===== src/rtl/decode_queue.sv =====
// Buffered RV64 decode stage: DEPTH-entry instruction queue, combinational head decode,
// registered output slot with load-use stall and flush. Optional counters: DECODE_QUEUE_PERF_EN.
module decode_queue #(
  parameter int XLEN  = 64,
  parameter int DEPTH = 4,
  parameter int RAW   = 5
) (
  input  logic            clk,
  input  logic            resetn,
  input  logic            in_valid,
  output logic            in_ready,
  input  logic [XLEN-1:0] in_pc,
  input  logic [31:0]     in_instr,
  input  logic            flush,
  output logic [RAW-1:0]  ra1,
  output logic [RAW-1:0]  ra2,
  input  logic [XLEN-1:0] rd1,
  input  logic [XLEN-1:0] rd2,
  input  logic            ex_load_valid,
  input  logic [RAW-1:0]  ex_dst,
  output logic            out_valid,
  input  logic            out_ready,
  output logic [XLEN-1:0] out_pc,
  output logic [31:0]     out_instr,
  output logic [RAW-1:0]  out_rs1,
  output logic [RAW-1:0]  out_rs2,
  output logic [RAW-1:0]  out_rd,
  output logic [XLEN-1:0] out_imm,
  output logic [XLEN-1:0] out_srca,
  output logic [XLEN-1:0] out_srcb,
  output logic [11:0]     out_csr_addr,
  output logic            out_illegal
`ifdef DECODE_QUEUE_PERF_EN
  ,
  output logic [31:0]     perf_hazard_cycles,
  output logic [31:0]     perf_full_cycles
`endif
);

  localparam int PW = $clog2(DEPTH);
  localparam logic [PW:0] FULL_COUNT = (PW+1)'(DEPTH);

  localparam logic [6:0] OPC_LUI      = 7'b0110111;
  localparam logic [6:0] OPC_AUIPC    = 7'b0010111;
  localparam logic [6:0] OPC_JAL      = 7'b1101111;
  localparam logic [6:0] OPC_JALR     = 7'b1100111;
  localparam logic [6:0] OPC_LOAD     = 7'b0000011;
  localparam logic [6:0] OPC_OP_IMM   = 7'b0010011;
  localparam logic [6:0] OPC_OP_IMM32 = 7'b0011011;
  localparam logic [6:0] OPC_MISC_MEM = 7'b0001111;
  localparam logic [6:0] OPC_SYSTEM   = 7'b1110011;
  localparam logic [6:0] OPC_STORE    = 7'b0100011;
  localparam logic [6:0] OPC_BRANCH   = 7'b1100011;
  localparam logic [6:0] OPC_OP       = 7'b0110011;
  localparam logic [6:0] OPC_OP32     = 7'b0111011;

  logic [XLEN-1:0] pc_q    [DEPTH];
  logic [31:0]     instr_q [DEPTH];
  logic [PW-1:0]   wr_ptr;
  logic [PW-1:0]   rd_ptr;
  logic [PW:0]     count;

  logic [XLEN-1:0] head_pc;
  logic [31:0]     head_instr;
  logic            head_present;
  logic [6:0]      opcode;
  logic            uses_rs1;
  logic            uses_rs2;
  logic            writes_rd;
  logic            illegal;
  logic [XLEN-1:0] imm;
  logic [RAW-1:0]  dec_rs1;
  logic [RAW-1:0]  dec_rs2;
  logic [RAW-1:0]  dec_rd;
  logic            hazard;
  logic            advance;
  logic            push;

  assign in_ready     = (count < FULL_COUNT);
  assign head_present = (count != '0);
  assign head_pc      = pc_q[rd_ptr];
  assign head_instr   = instr_q[rd_ptr];
  assign opcode       = head_instr[6:0];
  assign ra1          = RAW'(head_instr[19:15]);
  assign ra2          = RAW'(head_instr[24:20]);

  always_comb begin
    uses_rs1  = 1'b0;
    uses_rs2  = 1'b0;
    writes_rd = 1'b0;
    illegal   = 1'b0;
    imm       = '0;
    case (opcode)
      OPC_LUI, OPC_AUIPC: begin
        writes_rd = 1'b1;
        imm = {{(XLEN-32){head_instr[31]}}, head_instr[31:12], 12'b0};
      end
      OPC_JAL: begin
        writes_rd = 1'b1;
        imm = {{(XLEN-21){head_instr[31]}}, head_instr[31], head_instr[19:12],
               head_instr[20], head_instr[30:21], 1'b0};
      end
      OPC_JALR, OPC_LOAD, OPC_OP_IMM, OPC_OP_IMM32, OPC_MISC_MEM, OPC_SYSTEM: begin
        uses_rs1  = 1'b1;
        writes_rd = 1'b1;
        imm = {{(XLEN-12){head_instr[31]}}, head_instr[31:20]};
      end
      OPC_STORE: begin
        uses_rs1 = 1'b1;
        uses_rs2 = 1'b1;
        imm = {{(XLEN-12){head_instr[31]}}, head_instr[31:25], head_instr[11:7]};
      end
      OPC_BRANCH: begin
        uses_rs1 = 1'b1;
        uses_rs2 = 1'b1;
        imm = {{(XLEN-13){head_instr[31]}}, head_instr[31], head_instr[7],
               head_instr[30:25], head_instr[11:8], 1'b0};
      end
      OPC_OP, OPC_OP32: begin
        uses_rs1  = 1'b1;
        uses_rs2  = 1'b1;
        writes_rd = 1'b1;
      end
      default: illegal = 1'b1;
    endcase
  end

  assign dec_rs1 = uses_rs1  ? RAW'(head_instr[19:15]) : '0;
  assign dec_rs2 = uses_rs2  ? RAW'(head_instr[24:20]) : '0;
  assign dec_rd  = writes_rd ? RAW'(head_instr[11:7])  : '0;

  // x0 never carries a real load result, so a load to x0 cannot create a hazard.
  assign hazard  = ex_load_valid && (ex_dst != '0) &&
                   ((uses_rs1 && (dec_rs1 == ex_dst)) || (uses_rs2 && (dec_rs2 == ex_dst)));
  assign advance = head_present && !hazard && (!out_valid || out_ready);
  assign push    = in_valid && in_ready && !flush;

  always_ff @(posedge clk or negedge resetn) begin
    if (!resetn) begin
      wr_ptr <= '0;
      rd_ptr <= '0;
      count  <= '0;
      for (int i = 0; i < DEPTH; i++) begin
        pc_q[i]    <= '0;
        instr_q[i] <= '0;
      end
    end else if (flush) begin
      wr_ptr <= '0;
      rd_ptr <= '0;
      count  <= '0;
    end else begin
      if (push) begin
        pc_q[wr_ptr]    <= in_pc;
        instr_q[wr_ptr] <= in_instr;
        wr_ptr          <= wr_ptr + 1'b1;
      end
      if (advance) begin
        rd_ptr <= rd_ptr + 1'b1;
      end
      case ({push, advance})
        2'b10:   count <= count + 1'b1;
        2'b01:   count <= count - 1'b1;
        default: count <= count;
      endcase
    end
  end

  // Flush only drops the valid bit; the slot's data fields keep their last values.
  always_ff @(posedge clk or negedge resetn) begin
    if (!resetn) begin
      out_valid    <= 1'b0;
      out_pc       <= '0;
      out_instr    <= '0;
      out_rs1      <= '0;
      out_rs2      <= '0;
      out_rd       <= '0;
      out_imm      <= '0;
      out_srca     <= '0;
      out_srcb     <= '0;
      out_csr_addr <= '0;
      out_illegal  <= 1'b0;
    end else if (flush) begin
      out_valid <= 1'b0;
    end else if (advance) begin
      out_valid    <= 1'b1;
      out_pc       <= head_pc;
      out_instr    <= head_instr;
      out_rs1      <= dec_rs1;
      out_rs2      <= dec_rs2;
      out_rd       <= dec_rd;
      out_imm      <= imm;
      out_srca     <= rd1;
      out_srcb     <= rd2;
      out_csr_addr <= head_instr[31:20];
      out_illegal  <= illegal;
    end else if (out_valid && out_ready) begin
      out_valid <= 1'b0;
    end
  end

`ifdef DECODE_QUEUE_PERF_EN
  // Counters saturate and survive flush so long runs stay meaningful.
  always_ff @(posedge clk or negedge resetn) begin
    if (!resetn) begin
      perf_hazard_cycles <= '0;
      perf_full_cycles   <= '0;
    end else begin
      if (head_present && hazard && (!out_valid || out_ready) && (perf_hazard_cycles != '1)) begin
        perf_hazard_cycles <= perf_hazard_cycles + 1'b1;
      end
      if (in_valid && !in_ready && (perf_full_cycles != '1)) begin
        perf_full_cycles <= perf_full_cycles + 1'b1;
      end
    end
  end
`endif

endmodule


===== config.mk =====
export PLATFORM = sky130hd
export DESIGN_NAME = decode_queue
export DESIGN_NICKNAME = d
export VERILOG_FILES = /design/src/rtl/decode_queue.sv
export SDC_FILE = /design/constraint.sdc
export NUM_CORES = 1
export LEC_CHECK = 0
export ABC_CLOCK_PERIOD_IN_PS = 3800
export CAP_MARGIN = 20
export CORE_MARGIN = 1.5
export CORE_UTILIZATION = 45
export CTS_BUF_LIST = sky130_fd_sc_hd__clkbuf_8
export CTS_CLUSTER_DIAMETER = 150
export DETAILED_ROUTE_END_ITERATION = 10
export HOLD_SLACK_MARGIN = 0.06
export PLACE_DENSITY = 0.76
export SYNTH_ARGS = -nofsm -noshare
export SYNTH_HDL_FRONTEND = slang
export SYNTH_SLANG_ARGS = --single-unit

===== constraint.sdc =====
create_clock -name clk -period 3.8 [get_ports clk]
set_input_delay 0.38 -clock clk [delete_from_list [all_inputs] [get_ports clk]]
set_output_delay 0.38 -clock clk [all_outputs]
set_load 0.005 [all_outputs]

**Word-level counts from Yosys, hierarchy flattened**

Cells that the tools add are included.

- $add $sub $neg: 4
- $lt $le $gt $ge: 4
- Bitwise gates (word level): 3
- Equality and inequality tests: 17
- Reduce and logical (&&, ||, !) cells: 29
- Multiplexer cells: 29

Operators with widths:

| cell | number |
|---|---|
| $pmux W64 S5 | 1 |
| $bwmux W256 | 1 |
| $mux W64 | 3 |
| $bmux W64 S2 | 1 |
| $bwmux W128 | 1 |
| $demux W64 S2 | 1 |
| $mux W32 | 3 |
| $bmux W32 S2 | 1 |
| $demux W32 S2 | 1 |
| $eq A7 B6 Y1 const B | 4 |
| $eq A7 B7 Y1 const B | 4 |
| $eq A7 B5 Y1 const B | 3 |
| $mux W5 | 3 |
| $reduce_or A13 Y1 | 1 |
| $reduce_or A11 Y1 | 1 |
| $eq A5 B5 Y1 | 2 |
| $logic_and A1 B1 Y1 | 10 |
| $reduce_or A10 Y1 | 1 |
| $reduce_bool A3 Y1 | 3 |
| $mux W2 | 4 |
| $eq A7 B2 Y1 const B | 1 |
| $eq A7 B4 Y1 const B | 1 |
| $mux W1 | 7 |
| $ge A3 B3 Y1 const B | 2 |
| other kinds (19) | 26 |

- Flip-flop bits (word level): 708
- Input bits: 235
- Word-level logic and storage cells: 108
- Output and inout bits: 328

**Longest topological paths before layout**

- Depth after elaboration: 18
- Gate-level depth with buffers: 14
- Depth with buffers taken out: 10

**Worst setup path after synthesis**

No wires, ideal clock.

- Path kind: reg2reg
- Start: reg rd_ptr[0]
- End: reg count[1]
- Buffers on the path: 3
- Slack: 0.472 ns
- Stages on the path, launching flop included: 13
- Setup time: 0.071 ns
- Data required time: 3.729 ns
- Clock period less this slack: 3.328 ns
- Data arrival time: 3.258 ns
- Cell sequence: dfrtp_1 -> buf_6 -> buf_6 -> mux4_2 -> xor2_1 -> nor4_2 -> o2111a_1 -> clkbuf_1 -> nor3_1 -> fa_1 -> nand2b_1 -> or4_1 -> nand4_1

- Elaborated cells between the ends (all ways): 34
- Classes of those cells: eq/ne (14); mux (9); bitwise (1); reduce/logical (10)

RTL lines:

| what | line | RTL |
|---|---|---|
| start, declared | 60 | `logic [PW-1:0] rd_ptr;` |
| start signal, assigned | 158 | `rd_ptr <= rd_ptr + 1'b1;` |
| $not A2 Y3 (implied by the code) (*) | 82 | `assign head_instr = instr_q[rd_ptr];` |
| $bmux W32 S2 (*) | 82 |  |
| $mux W32 (implied by the code) (*) (2 in a row) | 82 |  |
| named net head_instr[18] | 64 | `logic [31:0] head_instr;` |
| $mux W5 (*) | 128 | `assign dec_rs1 = uses_rs1 ? RAW'(head_instr[19:15]) : '0;` |
| $eq A5 B5 Y1 (*) | 134 | `((uses_rs1 && (dec_rs1 == ex_dst)) \|\| (uses_rs2 && (dec_rs2 == ex_dst)));` |
| $logic_and A1 B1 Y1 (*) | 134 |  |
| $logic_or A1 B1 Y1 (*) | 134 |  |
| $logic_and A1 B1 Y1 (*) | 133 | `assign hazard = ex_load_valid && (ex_dst != '0) &&` |
| $logic_not A1 Y1 (*) | 135 | `assign advance = head_present && !hazard && (!out_valid \|\| out_ready);` |
| $logic_and A1 B1 Y1 (*) (2 in a row) | 135 |  |
| $eq A2 B1 Y1 or $eq A2 B2 Y1 (tied branches) | 160 | `case ({push, advance})` |
| $pmux W3 S2 | 160 |  |
| $mux W3 | 147 | `end else if (flush) begin` |
| end signal, assigned | 161 | `2'b10: count <= count + 1'b1;` |
| end signal, assigned | 162 | `2'b01: count <= count - 1'b1;` |
| end signal, assigned | 163 | `default: count <= count;` |
| end, declared | 61 | `logic [PW:0] count;` |

The timed path passes the listed nets; every way through them passes the cells marked *. The select of a mux whose other input is x is not followed.
A chain may end at the register's enable or synchronous reset.

**Worst setup path after layout**

- Start: reg rd_ptr[0]
- End: reg out_srca[29]

- Cells in the longest elaborated chain, start to end: 16
- Elaborated cells between the ends (all ways): 30
- Classes of those cells: eq/ne (12); mux (7); bitwise (1); reduce/logical (10)

RTL lines:

| what | line | RTL |
|---|---|---|
| $not A2 Y3 (implied by the code) (*) | 82 |  |
| $bmux W32 S2 (*) | 82 |  |
| $mux W32 (implied by the code) (*) (2 in a row) | 82 |  |
| $eq A7 B7 Y1, or another cell as far along | 93 | `case (opcode)` |
| $reduce_or A10 Y1 (no source line) or $reduce_or A4 Y1 (tied branches) | n/a |  |
| $mux W1 | 93 |  |
| $mux W5 (on tied branches) | 128, 129 |  |
| $eq A5 B5 Y1 | 134 |  |
| $logic_and A1 B1 Y1 | 134 |  |
| $logic_or A1 B1 Y1 (*) | 134 |  |
| $logic_and A1 B1 Y1 (*) | 133 |  |
| $logic_not A1 Y1 (*) | 135 |  |
| $logic_and A1 B1 Y1 (*) (2 in a row) | 135 |  |
| $reduce_and A2 Y1 (no source line) (*) | n/a |  |
| end signal, assigned | 192 | `out_srca <= rd1;` |
| end, declared | 29 | `output logic [XLEN-1:0] out_srca,` |

Every way passes the cells marked *; elsewhere a longest branch is shown, timed or not. The select of a mux whose other input is x is not followed.

==> results.py <==
metrics = {
    "cts": {
        "clk_latency_ps": 730,
        "cts_tree": "built",
        "clockBufferDepth": 3,
        "cts.sinks": 664,
        "clkTransAtPathRegs_ps": 60,
        "cts.repair.resized": 0,
        "htree_num_levels": 3,
        "cts_made_buffers": 111,
        "cts-root-buf": "clkbuf_8",
    },
    "sta": {
        "finClkSkew_ps": 52.61,
        "fin_crit_sh_pct": 93.81,
        "tightest_slew_ps": 866.4,
        "setup_viol": 0,
        "finalWorstSetupSlack_ps": 235.1,
        "hold_viol_final": 0,
        "slew_headroom_pct": 42.24,
        "slew_viol_final": 0,
        "fmax_mhz": 280.5,
        "fin_crit_ps": 3565,
        "rsz0062_at_grt": "no",
        "finalSetupTns_ps": 0,
        "fin_hold_ws_ps": 247.2,
    },
    "finish": {
        "mostFrequentLayoutCells": "dfrtp_1, clkdlybuf4s50_1, mux2_2, clkbuf_8, mux2_4",
        "fin_nets": 2630,
        "multi_input_area_sq_um": 11090,
        "drive_gt1_share_pct": 39.47,
        "register_area_sq_um": 16620,
        "final_common_cell": "dfrtp_1",
        "final.fill_count": 4699,
        "area_growth_pct": 31.37,
    },
    "critical_path": {
        "start_kind": "register",
        "crit_top_cell": "buf_4",
        "crit_type": "reg -> reg",
        "cp_data_arrival_time_ps": 4150,
        "cp_slowest_stage_delay_ps": 610,
        "end_kind": "register",
        "slowest_stage": "dfrtp_4",
        "required_ps": 4380,
        "critical_path.max_fanout": 21,
        "path_cells": "buf_4, mux4_2, nor4bb_1, o21ba_1, o2111a_1, buf_4, nor3_4, buf_12, buf_4, mux2_4",
        "cp_top_family": "multiplexers",
        "path_buf_inv": 4,
        "worstRegToRegCells": 10,
        "cp.depth": 10,
    },
    "power": {
        "p_leak_nw": 16.28,
        "peakVddDrop_mv": 0.4636,
        "powerDensity_nw_per_um2": 858.9,
    },
    "floorplan": {
        "start_util_pct": 45.55,
        "io-pin-count": 563,
        "die_h_microns": 255.9,
        "coreArea_sq_um": 63200,
        "num_rows": 92,
        "die_w_microns": 255.9,
        "dieArea_sq_um": 65490,
    },
    "run_status": {
        "status": "complete, no violations",
    },
    "synthesis": {
        "synth_cell_types": 56,
        "async_flop_share_pct": 100.0,
        "ys_seq_area_share_pct": 57.72,
        "synth_top_area_share_pct": 57.72,
        "syn_nets": 2044,
        "synth.top_cells.by_area": "dfrtp_1, mux2_2, mux4_2",
        "synth_top_area_cell": "dfrtp_1",
        "synth-seq-cells": 664,
        "synth_flop_cell": "dfrtp_1",
        "synthCells": 1804,
        "synth_warnings": 0,
        "synth_area_sq_um": 28790,
        "synth-edff-count": 0,
        "postSynthAreaPerCell_sq_um": 15.96,
    },
    "routing": {
        "ant_nets": 0,
        "wl_per_cell_microns": 22.14,
        "vias": 17580,
        "drc": 0,
        "drtIter0Drc": 966,
        "drt-vias-per-instance": 5.273,
        "drt_pre_antenna_iters": 5,
        "drt_wl_total_microns": 73820,
    },
    "hold_path": {
        "min_path_type": "in -> async",
    },
    "placement": {
        "dp_hpwl_microns": 51330,
        "place_congestion": 0.8895,
        "port_buffers": 562,
        "dp_slack_ps": 166.6,
    },
    "global_routing": {
        "grt_usage_pct": 22.75,
        "grt_pass1_wl_microns": 115800,
        "grt_max_degree": 92,
        "grt_pass1_vias": 19180,
        "antenna_found_initial": 11,
        "grt_overflow_total": 0,
    },
    "flow_run": {
        "cap_viol_max_count": 0,
    },
}
==> worst reg2reg max path: cells and delay by family (launching register included) <==
family                 cells  cell delay, ps
AND/OR/NAND/NOR            2             590
AO/OA/AOI/OAI              2             450
multiplexers               2             900
buffers and inverters      4             870
flip-flops                 1             610
==> cells by family (layout without fill, tap and decap cells) <==
| group | count (synthesis) | after routing | synth area share, % |
|---|---|---|---|
| mux | 754 | 754 | 34.43 |
| flops | 664 | 664 | 57.72 |
| buf+inv | 203 | 882 | 3.816 |
| simple gates | 101 | 101 | 1.952 |
| compound gates | 66 | 66 | 1.500 |
| xor+xnor | 11 | 11 | 0.3347 |
| fa+ha+maj | 5 | 5 | 0.2434 |
| other cells | 0 | 5 | 0 |
==> synth_stat cells, drive strengths merged, types with 6 or more instances <==
master,number
xnor2,7
mux2i,29
nor3,6
dfrtp,664
nor2,13
buf,106
nor2b,8
clkbuf,56
and3,8
mux2,629
inv,41
nand2,27
and2,7
mux4,96
o21ai,18
a21oi,17
==> final timing paths <==
| path | slack (ps) | endpoint | start |
|---|---|---|---|
| max in group asynchronous | 2470 | out_srca[48] | resetn |
| min in group clk | 270 | out_srcb[63] | rd2[63] |
| min reg2reg | 500 | pc_q[187] | pc_q[187] |
| max | 240 | out_srca[29] | rd_ptr[0] |
| min | 250 | pc_q[208] | resetn |
| max reg2reg | 240 | out_srca[29] | rd_ptr[0] |
==> what timing repair did <==
item / 4_1_cts / 5_1_grt
hold buffers: 1 / 0
hold endpoints to repair: 81 / 0
setup endpoints to repair: 0 / 10
setup buffers: 0 / 1
==> routing by layer <==
metal  part of all wire, %  global-route usage (%)  up-vias  wire [microns]
li1                      -                       -     7675               -
met1                    41                   28.18     9234           29920
met2                    51                   39.29      529           37900
met3                   5.5                   5.565      133            4051
met4                   2.5                   7.035        8            1880
met5                 0.081                       0        -              60
==> sequential cells by signal, indices dropped and copies added, names as in the netlist <==
signal and flops:
wr_ptr 2, out_imm 32, out_srca 64, rd_ptr 2, out_instr 32, count 3, out_pc 64, out_illegal 1
out_srcb 64, instr_q 128, pc_q 256, out_rd 5, out_rs1 5, out_valid 1, out_rs2 5
==> final cells by class <==
type                            instances  share of cell area [%]
Sequential cell                       664                   43.96
Multi-Input combinational cell        937                   29.32
Timing Repair Buffer                  635                   17.09
Clock buffer                          145                   5.277
Tap cell                              846                   2.799
Clock inverter                         61                   1.115
Inverter                               41                  0.4070
Antenna cell                            5                 0.03309
==> metrics by stage <==
stage               total power, mW  instance area [sq um]  instances  utilization (%)
floorplan                     19.88                  28790       1804                -
global placement              25.41                  35360       3121            55.96
detailed placement            26.01                  35360       3121            55.96
CTS                           32.82                  37790       3328            59.80
global route                  34.31                  37810       3332            59.83
finish                        32.48                  37820       3334            59.84
==> report_power, final <==
group          total, mW  internal, mW  leakage (nW)  switching, mW
logic               13.6          8.63          6.63           5.00
registers           12.2          10.3          8.27           1.88
clock network       6.65          3.72          1.38           2.93
total               32.5          22.7          16.3           9.81
No activity file was read; power rests on OpenSTA's default activity.
